===== src/rtl/rr_burst_arbiter_if.sv =====
// Shared arbiter package (state enum, default burst cap) and the
// requester/resource bundle used as the arbiter's port.
package rr_arb_pkg;
    localparam int unsigned MAX_BURST = 4;

    typedef enum logic {
        IDLE = 1'b0,
        BUSY = 1'b1
    } arb_state_e;
endpackage

interface rr_burst_arbiter_if #(
    parameter int unsigned N = 4
);
    localparam int unsigned IW = $clog2(N);

    logic [N-1:0]           i_req;
    logic [N-1:0]           i_last;
    logic                   i_ready;
    logic                   o_valid;
    logic [N-1:0]           o_gnt;
    logic [IW-1:0]          o_gnt_id;
    rr_arb_pkg::arb_state_e o_state;
    logic                   o_abort;

    modport master (
        output i_req, i_last, i_ready,
        input  o_valid, o_gnt, o_gnt_id, o_state, o_abort
    );

    modport slave (
        input  i_req, i_last, i_ready,
        output o_valid, o_gnt, o_gnt_id, o_state, o_abort
    );
endinterface


===== src/rtl/rr_burst_arbiter.sv =====
// Round-robin burst arbiter: grants one requester at a time and holds the
// grant until its last beat, the burst cap, or withdrawal of its request.
module rr_burst_arbiter #(
    parameter int unsigned N         = 4,
    parameter int unsigned MAX_BURST = rr_arb_pkg::MAX_BURST
) (
    input logic               i_clk,
    input logic               i_rst,
    rr_burst_arbiter_if.slave bus
);
    import rr_arb_pkg::*;

    localparam int unsigned IW = $clog2(N);
    localparam int unsigned CW = $clog2(MAX_BURST + 1);
    localparam logic [CW-1:0] CNT_LAST = CW'(MAX_BURST - 1);

    arb_state_e    state_q, state_d;
    logic [N-1:0]  gnt_q, gnt_d;
    logic [IW-1:0] id_q, id_d;
    logic [IW-1:0] ptr_q, ptr_d;
    logic [CW-1:0] cnt_q, cnt_d;
    logic          abort_q, abort_d;

    logic [IW-1:0] sel, idx, id_next;
    logic          found, valid, accept, end_burst, withdraw;

    // Rotating-priority search: first requester at or after ptr, modulo N.
    always_comb begin
        sel   = ptr_q;
        idx   = ptr_q;
        found = 1'b0;
        for (int unsigned i = 0; i < N; i++) begin
            idx = IW'((32'(ptr_q) + i) % N);
            if (!found && bus.i_req[idx]) begin
                sel   = idx;
                found = 1'b1;
            end
        end
    end

    assign id_next   = (id_q == IW'(N - 1)) ? '0 : id_q + 1'b1;
    assign valid     = (state_q == BUSY) && bus.i_req[id_q];
    assign accept    = valid && bus.i_ready;
    assign end_burst = accept && (bus.i_last[id_q] || (cnt_q == CNT_LAST));
    assign withdraw  = (state_q == BUSY) && !bus.i_req[id_q];

    always_comb begin
        state_d = state_q;
        gnt_d   = gnt_q;
        id_d    = id_q;
        ptr_d   = ptr_q;
        cnt_d   = cnt_q;
        abort_d = 1'b0;
        case (state_q)
            IDLE: begin
                if (found) begin
                    state_d = BUSY;
                    id_d    = sel;
                    gnt_d   = N'(1) << sel;
                    cnt_d   = '0;
                end
            end
            BUSY: begin
                if (withdraw) begin
                    state_d = IDLE;
                    gnt_d   = '0;
                    ptr_d   = id_next;
                    abort_d = 1'b1;
                end else if (end_burst) begin
                    state_d = IDLE;
                    gnt_d   = '0;
                    ptr_d   = id_next;
                end else if (accept) begin
                    cnt_d = cnt_q + 1'b1;
                end
            end
            default: state_d = IDLE;
        endcase
    end

    always_ff @(posedge i_clk) begin
        if (!i_rst) begin
            state_q <= IDLE;
            gnt_q   <= '0;
            id_q    <= '0;
            ptr_q   <= '0;
            cnt_q   <= '0;
            abort_q <= 1'b0;
        end else begin
            state_q <= state_d;
            gnt_q   <= gnt_d;
            id_q    <= id_d;
            ptr_q   <= ptr_d;
            cnt_q   <= cnt_d;
            abort_q <= abort_d;
        end
    end

    assign bus.o_valid  = valid;
    assign bus.o_gnt    = gnt_q;
    assign bus.o_gnt_id = id_q;
    assign bus.o_state  = state_q;
    assign bus.o_abort  = abort_q;
endmodule


===== src/flat_wrapper.sv =====
// flat-port wrapper written by rule: the top's interface ports become plain ports
module rr_burst_arbiter_flat import rr_arb_pkg::*;
#(
    parameter int unsigned N         = 4,
    parameter int unsigned MAX_BURST = rr_arb_pkg::MAX_BURST
)
  (i_clk, i_rst, bus_i_req, bus_i_last, bus_i_ready, bus_o_valid, bus_o_gnt, bus_o_gnt_id, bus_o_state, bus_o_abort);
  rr_burst_arbiter_if #(.N(N)) bus_i ();
  input logic i_clk;
  input logic i_rst;
  input wire logic [$bits(bus_i.i_req)-1:0] bus_i_req;
  input wire logic [$bits(bus_i.i_last)-1:0] bus_i_last;
  input wire logic [$bits(bus_i.i_ready)-1:0] bus_i_ready;
  output wire logic [$bits(bus_i.o_valid)-1:0] bus_o_valid;
  output wire logic [$bits(bus_i.o_gnt)-1:0] bus_o_gnt;
  output wire logic [$bits(bus_i.o_gnt_id)-1:0] bus_o_gnt_id;
  output wire logic [$bits(bus_i.o_state)-1:0] bus_o_state;
  output wire logic [$bits(bus_i.o_abort)-1:0] bus_o_abort;
  assign bus_i.i_req = bus_i_req;
  assign bus_i.i_last = bus_i_last;
  assign bus_i.i_ready = bus_i_ready;
  assign bus_o_valid = bus_i.o_valid;
  assign bus_o_gnt = bus_i.o_gnt;
  assign bus_o_gnt_id = bus_i.o_gnt_id;
  assign bus_o_state = bus_i.o_state;
  assign bus_o_abort = bus_i.o_abort;
  rr_burst_arbiter #(.N(N), .MAX_BURST(MAX_BURST)) u_core (.i_clk(i_clk), .i_rst(i_rst), .bus(bus_i));
endmodule

===== config.mk =====
export PLATFORM = sky130hd
export DESIGN_NAME = rr_burst_arbiter_flat
export DESIGN_NICKNAME = d
export VERILOG_FILES = /design/src/rtl/rr_burst_arbiter_if.sv /design/src/rtl/rr_burst_arbiter.sv /design/src/flat_wrapper.sv
export SDC_FILE = /design/constraint.sdc
export NUM_CORES = 1
export LEC_CHECK = 0
export CAP_MARGIN = 30
export CORE_MARGIN = 2
export CORE_UTILIZATION = 47
export CTS_BUF_LIST = sky130_fd_sc_hd__clkbuf_8 sky130_fd_sc_hd__clkbuf_16
export DETAILED_ROUTE_END_ITERATION = 8
export PLACE_DENSITY = 0.84
export REMOVE_ABC_BUFFERS = 1
export SLEW_MARGIN = 20
export SYNTH_ARGS = -nofsm -noshare
export SYNTH_HDL_FRONTEND = slang
export SYNTH_SLANG_ARGS = --single-unit

===== constraint.sdc =====
create_clock -name i_clk -period 2.3 [get_ports i_clk]
set_input_delay 0.69 -clock i_clk [delete_from_list [all_inputs] [get_ports i_clk]]
set_output_delay 0.69 -clock i_clk [all_outputs]
set_load 0.05 [all_outputs]

==> flow_summary.ini, run 1 <==
[floorplanning]
coreArea_um2 = 1541
dieArea_um2 = 2018
die_y_um = 44.92
io_pins = 20
fp-row-count = 14
die_w_um = 44.92
start_util_pct = 51.06

[timing]
setup_viol = 0
hold_violations = 0
finalWorstPathRequiredPeriod_ns = 2.271
slew_viol_final = 0
layout_setup_ws_ns = 0.02929
slew_headroom_pct = 66.78
min_period_over_period_pct = 98.73
rsz0062_at_grt = false
worst_pin_slew_ns = 0.4967
setup_tns_ns = 0
fmax_mhz = 440.4
fin_skew_ns = 0.005366

[setup_path]
cpLargestDelayFamily = multiplexers
crit_slowest_cell = mux4_2
max_stage_delay_ns = 0.47
crit_path_start_kind = input pin
required_ns = 1.61
path_buf_inv = 2
arrival_ns = 1.58
path_max_fanout = 2
worstSetupPathType = in2out
end_kind = primary output
path_cells = buf_2, mux4_2, and2_4, buf_8

[routing]
wl_per_cell_um = 14.57
drt-pass1-iter-count = 4
vias_per_cell = 5.962
drc = 0
num_vias = 787
routed_wl_mm = 1.923
first_iter_violations = 11
antenna_left = 0

[run]
cap_violations = 0

[final_layout]
fin_cells = 132
drive_above_1_share_pct = 21.55
fill_cells = 125
n_antenna_cell = 0
area_growth_pct = 35.77
final_nets = 131

[cts]
cts_max_level = 1
clk_path_buf_depth = 2
cts_made_buffers = 3
cts_tree = done
root_buffer = clkbuf_8
path_clk_slew_ns = 0.05
cts_sinks = 13
clk_latency_ns = 0.24

[logic_synthesis]
postSynthCellCount = 88
yosys_warnings = 0
ys_ff_latch = 13
synthTopCellsByCount = dfxtp_1 (13), nand2_1 (11), mux2i_1 (7), nand3_1 (7), nor2_1 (7)
synth_ff_type = dfxtp_1
synth_top_cell_by_area = dfxtp_1
ys_seq_area_share_pct = 33.07
synth-edff-count = 0
yosysMostFrequentCell = dfxtp_1
synth.area.top_cells = dfxtp_1 (33%), mux2i_1 (8.9%), nand2_1 (5.2%), ha_1 (4.8%), nand3_1 (4.5%)
synth.distinct_cells = 32
synth_top_area_share_pct = 33.07
synth.avg_cell_area_um2 = 8.943
syn-cell-area_um2 = 787.0
ys_async_sr_fraction_pct = 0

[global_route]
grt_use_total_pct = 23.15
antenna_found_initial = 0
grtUsageMet1_pct = 25.00
met3_usage_pct = 6.400
grt_max_degree = 10
gr-usage-met2_pct = 40.00
grt_pass1_vias = 774
grt_pass1_wl_mm = 3.277
busiest_layer = met2
overflow = 0

[placed_design]
place_worst_setup_slack_ns = -0.3775
hpwl_mm = 1.436
routabilityCongestion = 0.8252
io_buffers = 19
place_inst = 127

[power]
powerDensity_nw_per_um2 = 658.7
peakVddDrop_mv = 0.4163
p_leak_uw = 0.0004472

[status]
status = finished clean

[min_path]
holdCritPathClass = reg2reg
==> kinds of logic after synthesis <==
group,after synthesis,share of synthesized area (%)
simple gates,36,24.17
mux,8,11.76
buf+inv,8,5.405
compound gates,20,20.83
fa+ha+maj,3,4.770
flops,13,33.07
==> per-layer routing <==
layer	part of all wire (%)	vias up
met5	0	-
met4	4.0	0
met3	6.6	9
met2	48	28
met1	41	371
li1	-	379
==> worst min-delay path: cells and delay by family (launching register included) <==
kind	cells	cell delay, ns
multiplexers	1	0.06
flip-flops	1	0.31
AND/OR/NAND/NOR	1	0.06
==> layout make-up <==
cell class | instances | area [µm²] | area share (%)
repair buffers | 29 | 247.7 | 23.19
well taps | 16 | 20.02 | 1.874
flip-flops and latches | 13 | 260.3 | 24.36
multi-input cells | 67 | 484.2 | 45.32
clock buffers | 3 | 41.29 | 3.864
clock inverters | 1 | 3.754 | 0.3513
inverters | 3 | 11.26 | 1.054
==> through the flow <==
| step | power, µW | utilization [%] | cell area (µm²) | hold WS, ns |
|---|---|---|---|---|
| after floorplan | 411.4 | - | 755.7 | 0.4481 |
| after detailed placement | 504.3 | 66.72 | 1028 | 0.4776 |
| after CTS | 708.5 | 69.32 | 1069 | 0.4852 |
| after global routing | 742.2 | 69.32 | 1069 | 0.5002 |
| final | 703.8 | 69.32 | 1069 | 0.4792 |
| after global placement | 497.9 | 66.72 | 1028 | 0.4558 |
==> timing repair <==
| action | in CTS | in global routing |
|---|---|---|
| hold buffers | 0 | 0 |
| setup endpoints to repair | 1 | 0 |
| setup buffers | 1 | 0 |
| resized for setup | 17 | 0 |
==> sequential cells by signal, indices dropped and copies added (netlist names) <==
name	cells
u_core.bus.o_abort	1
u_core.bus.o_gnt	4
u_core.bus.o_gnt_id	2
u_core.bus.o_state	1
u_core.cnt_q	3
u_core.ptr_q	2
==> cell usage in the layout, fill, tap and decap left out, drive strengths merged <==
cell type and instances:
a21boi 2, a21oi 2, a221o 1, a22o 1, and2 2, buf 16
clkbuf 3, clkdlybuf4s50 13, dfxtp 13, ha 3, inv 4, mux2i 7
mux4 1, nand2 12, nand2b 2, nand3 8, nor2 7, nor2b 4
o2111ai 1, o211a 1, o211ai 1, o21ai 3, o221ai 1, o22a 1
o22ai 2, o32ai 4, or4 1
==> path summary, 6_finish.rpt <==
| check | startpoint | cells after the start | endpoint | slack, ns |
|---|---|---|---|---|
| min reg2reg | u_core.cnt_q[1]$_SDFFE_PN0P_ | 2 | u_core.cnt_q[1]$_SDFFE_PN0P_ | 0.48 |
| min | u_core.cnt_q[1]$_SDFFE_PN0P_ | 2 | u_core.cnt_q[1]$_SDFFE_PN0P_ | 0.48 |
| max | bus_i_req[2] | 4 | bus_o_valid | 0.03 |
| max reg2reg | u_core.bus.o_gnt_id[0]$_SDFFE_PN0P_ | 5 | u_core.ptr_q[0]$_SDFFE_PN0P_ | 0.58 |
==> power breakdown <==
group | internal, µW | switching [µW]
sequential | 244 | 17.0
combinational | 104 | 140
clock | 118 | 81.1
total | 465 | 239
(Power assumes the default switching activity.)
==> inputs of run 2 (changes only) <==
==> constraint.sdc (replaced) <==
create_clock -name i_clk -period 2.3 [get_ports i_clk]
set_input_delay 0.69 -clock i_clk [delete_from_list [all_inputs] [get_ports i_clk]]
set_output_delay 0.69 -clock i_clk [all_outputs]
set_load 0.01 [all_outputs]
==> flow_summary.ini, run 2 (same netlist as run 1, synthesis figures left out) <==
[final_layout]
area_growth_pct = 35.61
final_cell_mix = clkdlybuf4s50_1 (14), dfxtp_1 (13), nand2_1 (11), buf_4 (10)
drive_above_1_share_pct = 20.69
final_nets = 131
layout_commonest_cell = clkdlybuf4s50_1
n_antenna_cell = 0
fin_util_pct = 69.24
largest_reg_flops = 4

[timing]
fin_skew_ns = 0.001659
worst_pin_slew_ns = 0.3091
holdWs_ns = 0.4861
min_period_over_period_pct = 97.34
slew_headroom_pct = 79.18
rsz0062_at_grt = false
fmax_mhz = 446.7
setup_viol = 0
finalWorstPathRequiredPeriod_ns = 2.239
slew_viol_final = 0
hold_violations = 0

[power]
powerDensity_nw_per_um2 = 616.8
peakVddDrop_mv = 0.4183
p_leak_uw = 0.0004450
total_power_uw = 658.3

[run]
cap_violations = 0

[setup_path]
rr_startpoint = u_core.bus.o_gnt_id[0]$_SDFFE_PN0P_
worstSetupPathType = in2out
crit_slowest_cell = mux4_2
r2r_end = u_core.ptr_q[1]$_SDFFE_PN0P_
cpLargestDelayFamily = multiplexers
crit_path_start_kind = input pin
path_max_fanout = 2
end_kind = primary output
max_stage_delay_ns = 0.48
reg2reg_slack_ns = 0.72
arrival_ns = 1.55
required_ns = 1.61
r2r_cells = 4
path_cells = buf_2, mux4_2, and2_4, buf_6
path_buf_inv = 2

[cts]
cts_setup_buffers = 0
cts_tree = done
cts_sinks = 13
clk_path_buf_depth = 2
cts_made_buffers = 3
root_buffer = clkbuf_8
path_clk_slew_ns = 0.06
clk_latency_ns = 0.24
cts_max_level = 1

[floorplanning]
coreArea_um2 = 1541
dieArea_um2 = 2018
die_w_um = 44.92
die_y_um = 44.92
io_pins = 20
fp-row-count = 14
start_util_pct = 51.06

[min_path]
worstHoldEndpoint = u_core.cnt_q[2]$_SDFFE_PN0P_
whs_path_depth = 2
holdCritPathClass = reg2reg
hold_start = u_core.cnt_q[2]$_SDFFE_PN0P_

[routing]
drc = 0
drt-pass1-iter-count = 4
vias_per_cell = 5.765
first_iter_violations = 13
wl_per_cell_um = 14.16
num_vias = 761
routed_wl_mm = 1.869
antenna_left = 0

[placed_design]
hpwl_mm = 1.455
routabilityCongestion = 0.8447
io_buffers = 19

[global_route]
overflow = 0
grt_use_total_pct = 22.19
grt_pass1_vias = 762
antenna_found_initial = 0
grt_pass1_wl_mm = 3.160
grt_max_degree = 10

[status]
status = finished clean
-- run 2: cell types whose count changed in the layout (fill, tap and decap cells not counted), sizes merged --
cell           change
buf                -2
clkbuf             +1
clkdlybuf4s50      +1
-- run 2: tightest hold or removal path: cells and delay by family (launching register included) --
kind	cells	cell delay [ns]
DFF	1	0.31
muxes	1	0.06
and+or+nand+nor	1	0.06
-- run 2: worst max path at each step --
| stage | start | slack (ns) | end | cells after the start |
|---|---|---|---|---|
| 2_1_floorplan | bus_i_req[3] | 0.22 | bus_o_valid | 2 |
| 3_3_place_gp | bus_i_req[3] | -0.62 | bus_o_valid | 4 |
| 3_5_place_dp | bus_i_req[3] | -0.65 | bus_o_valid | 4 |
| 4_1_cts | bus_i_req[1] | 0.001 | bus_o_valid | 4 |
| 5_1_grt | bus_i_req[3] | 0.04 | bus_o_valid | 4 |
| 6_report | bus_i_req[3] | 0.06 | bus_o_valid | 4 |
-- run 2: stage by stage --
stage	setup slack [ns]	TNS [ns]	instance area, µm²	std cells
final	0.06118	0	1067	132
after global routing	0.03565	0	1067	132
after CTS	0.0009536	0	1072	132
after detailed placement	-0.6492	-1.029	1041	128
after global placement	-0.6169	-0.8712	1041	128
after floorplan	0.2151	0	755.7	83
-- run 2: metal layers --
layer / GRT usage [%] / vias to the layer above / wire, µm
met1: 24.12 / 357 / 768
met2: 39.71 / 23 / 960
met4: 11.18 / 0 / 37
met5: 0 / - / 0
li1: - / 377 / -
met3: 5.200 / 4 / 102
-- run 2: power breakdown --
part | leakage, µW | internal [µW] | switching [µW]
clock | 0.0000269 | 118 | 85.6
combinational | 0.000312 | 102 | 93.5
sequential | 0.000106 | 243 | 15.7
total | 0.000445 | 463 | 195
-- run 2: cell type report --
type	instances	area [µm²]
multi-input combinational	67	484.2
inverter	3	11.26
tap	16	20.02
clock inverter	1	3.754
sequential	13	260.3
clock buffer	3	41.29
timing repair buffer	29	246.5
fill	125	474.2
-- run 2: timing repair --
item / 4_1_cts / 5_1_grt
hold buffers: 0 / 0
setup endpoints to repair: 1 / 1
pin swaps: 1 / 0
gates resized for setup: 18 / 1
cloned: 0 / 0
